--- src/rtl/piso_serializer.sv ---
// ============================================================================
// piso_serializer : valid/ready word in, LSB-first serial bits out on SDR
// Revision 1.0
// ============================================================================
`default_nettype none

module piso_serializer #(
  parameter int WIDTH        = 4,
  parameter int CLKS_PER_BIT = 1,
  parameter int GAP_CYCLES   = 0
) (
  input  logic             clk,
  input  logic             clrb,
  input  logic [WIDTH-1:0] din,
  input  logic             din_valid,
  output logic             din_ready,
  output logic             SDR,
  output logic             bit_strobe,
  output logic             frame_end,
  output logic             busy
);

  localparam int BW = $clog2(WIDTH + 1);
  localparam int DW = $clog2(CLKS_PER_BIT + 1);
  localparam int GW = (GAP_CYCLES > 0) ? $clog2(GAP_CYCLES + 1) : 1;

  localparam logic [BW-1:0] BIT_LAST = BW'(WIDTH - 1);
  localparam logic [DW-1:0] DIV_LAST = DW'(CLKS_PER_BIT - 1);
  localparam logic [GW-1:0] GAP_LAST = GW'((GAP_CYCLES > 0) ? GAP_CYCLES - 1 : 0);
  localparam logic          ONE_CLK  = (CLKS_PER_BIT == 1);

  typedef enum logic [1:0] {
    IDLE  = 2'd0,
    SHIFT = 2'd1,
    GAP   = 2'd2
  } state_e;

  state_e           state_q;
  logic [WIDTH-1:0] shreg_q;
  logic [BW-1:0]    bitcnt_q;
  logic [DW-1:0]    divcnt_q;
  logic [GW-1:0]    gapcnt_q;
  logic             strobe_q;
  logic             fend_q;
  logic             busy_q;

  logic [DW-1:0]    divcnt_d;
  logic [BW-1:0]    bitcnt_d;

  assign divcnt_d = divcnt_q + 1'b1;
  assign bitcnt_d = bitcnt_q + 1'b1;

  always_ff @(posedge clk or negedge clrb) begin
    if (!clrb) begin
      state_q  <= IDLE;
      shreg_q  <= '0;
      bitcnt_q <= '0;
      divcnt_q <= '0;
      gapcnt_q <= '0;
      strobe_q <= 1'b0;
      fend_q   <= 1'b0;
      busy_q   <= 1'b0;
    end else begin
      strobe_q <= 1'b0;
      fend_q   <= 1'b0;
      case (state_q)
        IDLE: begin
          if (din_valid) begin
            shreg_q  <= din;
            bitcnt_q <= '0;
            divcnt_q <= '0;
            busy_q   <= 1'b1;
            strobe_q <= ONE_CLK;
            state_q  <= SHIFT;
          end
        end
        SHIFT: begin
          // Strobes are registered, so they are raised one edge ahead of
          // the cycle in which the divider reaches terminal count.
          if (divcnt_q == DIV_LAST) begin
            divcnt_q <= '0;
            shreg_q  <= {1'b0, shreg_q[WIDTH-1:1]};
            bitcnt_q <= bitcnt_d;
            if (bitcnt_q == BIT_LAST) begin
              if (GAP_CYCLES > 0) begin
                gapcnt_q <= '0;
                state_q  <= GAP;
              end else begin
                busy_q  <= 1'b0;
                state_q <= IDLE;
              end
            end else begin
              strobe_q <= ONE_CLK;
              fend_q   <= ONE_CLK && (bitcnt_d == BIT_LAST);
            end
          end else begin
            divcnt_q <= divcnt_d;
            strobe_q <= (divcnt_d == DIV_LAST);
            fend_q   <= (divcnt_d == DIV_LAST) && (bitcnt_q == BIT_LAST);
          end
        end
        GAP: begin
          if (gapcnt_q == GAP_LAST) begin
            busy_q  <= 1'b0;
            state_q <= IDLE;
          end else begin
            gapcnt_q <= gapcnt_q + 1'b1;
          end
        end
        default: begin
          busy_q  <= 1'b0;
          state_q <= IDLE;
        end
      endcase
    end
  end

  // The shift register drains to all zeros by the end of each frame,
  // which gives the idle level on SDR without a separate output mux.
  assign SDR        = shreg_q[0];
  assign bit_strobe = strobe_q;
  assign frame_end  = fend_q;
  assign busy       = busy_q;
  assign din_ready  = (state_q == IDLE) & clrb;

endmodule

`default_nettype wire

--- config.mk ---
export PLATFORM = sky130hd
export DESIGN_NAME = piso_serializer
export DESIGN_NICKNAME = d
export VERILOG_FILES = /design/src/rtl/piso_serializer.sv
export SDC_FILE = /design/constraint.sdc
export NUM_CORES = 1
export LEC_CHECK = 0
export BUFFER_PORTS_ARGS = -buffer_cell sky130_fd_sc_hd__buf_2
export CORE_AREA = 2 2 39 41
export CTS_BUF_LIST = sky130_fd_sc_hd__clkbuf_8
export CTS_CLUSTER_DIAMETER = 200
export CTS_CLUSTER_SIZE = 20
export DETAILED_ROUTE_END_ITERATION = 12
export DIE_AREA = 0 0 41 43
export SLEW_MARGIN = 20
export SYNTH_ARGS = -nofsm -noshare
export SYNTH_HDL_FRONTEND = slang
export SYNTH_SLANG_ARGS = --single-unit
export TNS_END_PERCENT = 10
--- constraint.sdc ---
create_clock -name clk -period 1.32 [get_ports clk]
set_clock_uncertainty 0.1 [all_clocks]
set_input_delay 0.198 -clock clk [delete_from_list [all_inputs] [get_ports clk]]
set_output_delay 0.198 -clock clk [all_outputs]
set_load 0.02 [all_outputs]
==> impl_metrics.toml <==
[global_route]
grt-ovfl-total = 0
grt_max_degree = 17
grt_pass1_wl_um = 1152
grt_pass1_vias = 290
grtUsageTotal_pct = 10.55
antenna_found_initial = 0

[route]
antenna_left = 0
drt_wl_total_um = 711
drc_errors = 0
drt-pass1-iter-count = 1
drt-initial-drc-count = 0
vias = 314
wl_per_cell_um = 9.875
routed_via_density = 4.361

[sta]
max_freq_mhz = 806.5
hold_viol_final = 0
worst_pin_slew_ps = 198.6
setup_viol = 0
rsz0062_at_grt = "no"
tns_ps = 0
period_needed_ps = 1240
fin_crit_sh_pct = 93.93
slew-limit-headroom_pct = 86.76
holdWs_ps = 124.0
slew_violations = 0

[clock_tree]
postCtsSetupBuffers = 0
clkTransAtPathRegs_ps = 50
clk_path_buf_depth = 2
cts_tree = "built"
clock-sinks = 10
cts_max_level = 1
numCtsBuffers = 3
insertion_delay_ps = 230
root_buffer = "clkbuf_8"

[synthesis]
ys_ff_latch = 10
ys_seq_area_share_pct = 51.55
synth_area_um2 = 485.5
syn_nets = 51
avgSynthCellArea_um2 = 11.84
yosys_warnings = 0
synthCells = 41
yosysUniqueCellTypes = 17

[cells_and_area]
syn_to_final_growth_pct = 25.52
fin_area_um2 = 609.3
fillers = 136
drive_gt1_share_pct = 32.14
fin_util_pct = 44.03
final_cell_mix = "buf_2 (11), dfrtp_1 (10), mux2i_1 (6)"
final_common_cell = "buf_2"
diodes = 0
nets = 67

[placed_design]
port_buffers = 11
globalplace.congestion = 0.5840
dpl_cell_area_um2 = 541.8

[pwr]
p_total_w = 0.001320
cellPowerDensity_nw_per_um2 = 2166
vdd_ir_drop_max_uv = 1269
leakage_nw = 0.3300

[die]
start_util_pct = 35.08
dieArea_um2 = 1763
rows = 14
core_area_um2 = 1384
fp.dieH_um = 43
die_w_um = 41
pin_count = 12

[critical_path]
critPathCaptureType = "output pin"
worstSetupStartpointType = "register"
critPathRequiredTime_ps = 1020
path_class = "reg2out"
path_max_fanout = 3
crit_arrival_ps = 940

[flow_run]
drv_cap = 0

[run_status]
status = "complete, no violations"

[min_path]
hold_class = "in2reg"
## cell type report
cell class / count / area (µm²) / share of cell area (%)
flip-flops and latches: 10 / 250.2 / 41.07
multi-input cells: 24 / 188.9 / 31.01
repair buffers: 14 / 80.08 / 13.14
clock buffers: 4 / 55.05 / 9.035
well taps: 16 / 20.02 / 3.285
inverters: 4 / 15.01 / 2.464
## power breakdown
| group | switching (W) | internal (W) |
|---|---|---|
| Sequential | 0.0000590 | 0.000426 |
| Combinational | 0.000238 | 0.000217 |
| Clock | 0.000118 | 0.000262 |
| Total | 0.000415 | 0.000905 |
## per-layer routing
layer  vias up  track usage, %  part of all wire (%)
met2        10           14.06                    46
met1       140           11.63                    45
met4         0           4.000                     0
met5         -               0                     0
met3         0           9.424                   9.0
li1        164               -                     -
## final timing paths
kind | startpoint | endpoint | slack, ps | cells after the start
min in group asynchronous | clrb | bitcnt_q[2]$_DFFE_PN0P_ | 330 | 3
worst max-delay path | busy$_DFFE_PN0P_ | din_ready | 80 | 2
worst max register to register | bitcnt_q[1]$_DFFE_PN0P_ | bitcnt_q[2]$_DFFE_PN0P_ | 80 | 4
max in group asynchronous | clrb | shreg_q[2]$_DFFE_PN0P_ | 640 | 3
worst min register to register | shreg_q[2]$_DFFE_PN0P_ | shreg_q[1]$_DFFE_PN0P_ | 390 | 2
worst min-delay path | din[3] | shreg_q[3]$_DFFE_PN0P_ | 120 | 3
## Yosys cell counts (all sizes together)
| cell | count | share of area [%] |
|---|---|---|
| a22o | 1 | 1.8 |
| mux2i | 6 | 12 |
| buf | 3 | 7.0 |
| a21o | 1 | 1.5 |
| o31ai | 1 | 1.5 |
| ha | 3 | 7.7 |
| nor3b | 1 | 1.5 |
| nand2 | 3 | 2.3 |
| inv | 4 | 3.1 |
| and2b | 1 | 1.5 |
| and4b | 1 | 2.1 |
| nor2 | 2 | 1.5 |
| nand2b | 1 | 1.3 |
| o21ai | 3 | 3.1 |
| dfrtp | 10 | 52 |
## registers in the layout, indices dropped and copies added, names as in the netlist
signal / count
busy: 1
frame_end: 1
bit_strobe: 1
shreg_q: 4
bitcnt_q: 3
## logic make-up after synthesis
kind of cell | count (synthesis) | share of synthesized area (%)
AOI/OAI and AO/OA | 6 | 7.990
muxes | 6 | 12.37
buffers and inverters | 7 | 10.05
and+or+nand+nor | 9 | 10.31
adders and majority gates | 3 | 7.733
DFF | 10 | 51.55
## metrics by stage
step | setup WS [ps] | cells
3_3_place_gp | 89.10 | 67
4_1_cts | 54.60 | 72
3_5_place_dp | 64.40 | 67
5_1_grt | 14.97 | 72
2_1_floorplan | 117.3 | 41
6_report | 80.12 | 72
## timing repair
item,CTS,global route
gates resized for setup,0,1
endpoints found under the setup margin,0,1
hold endpoints to repair,10,0
hold buffers,1,0
## critical path: stages, from the launching register on
cell	delay, ps
dfrtp_1	380
and2b_1	180
buf_2	150
Note: power is estimated with default switching activity, not from simulation.
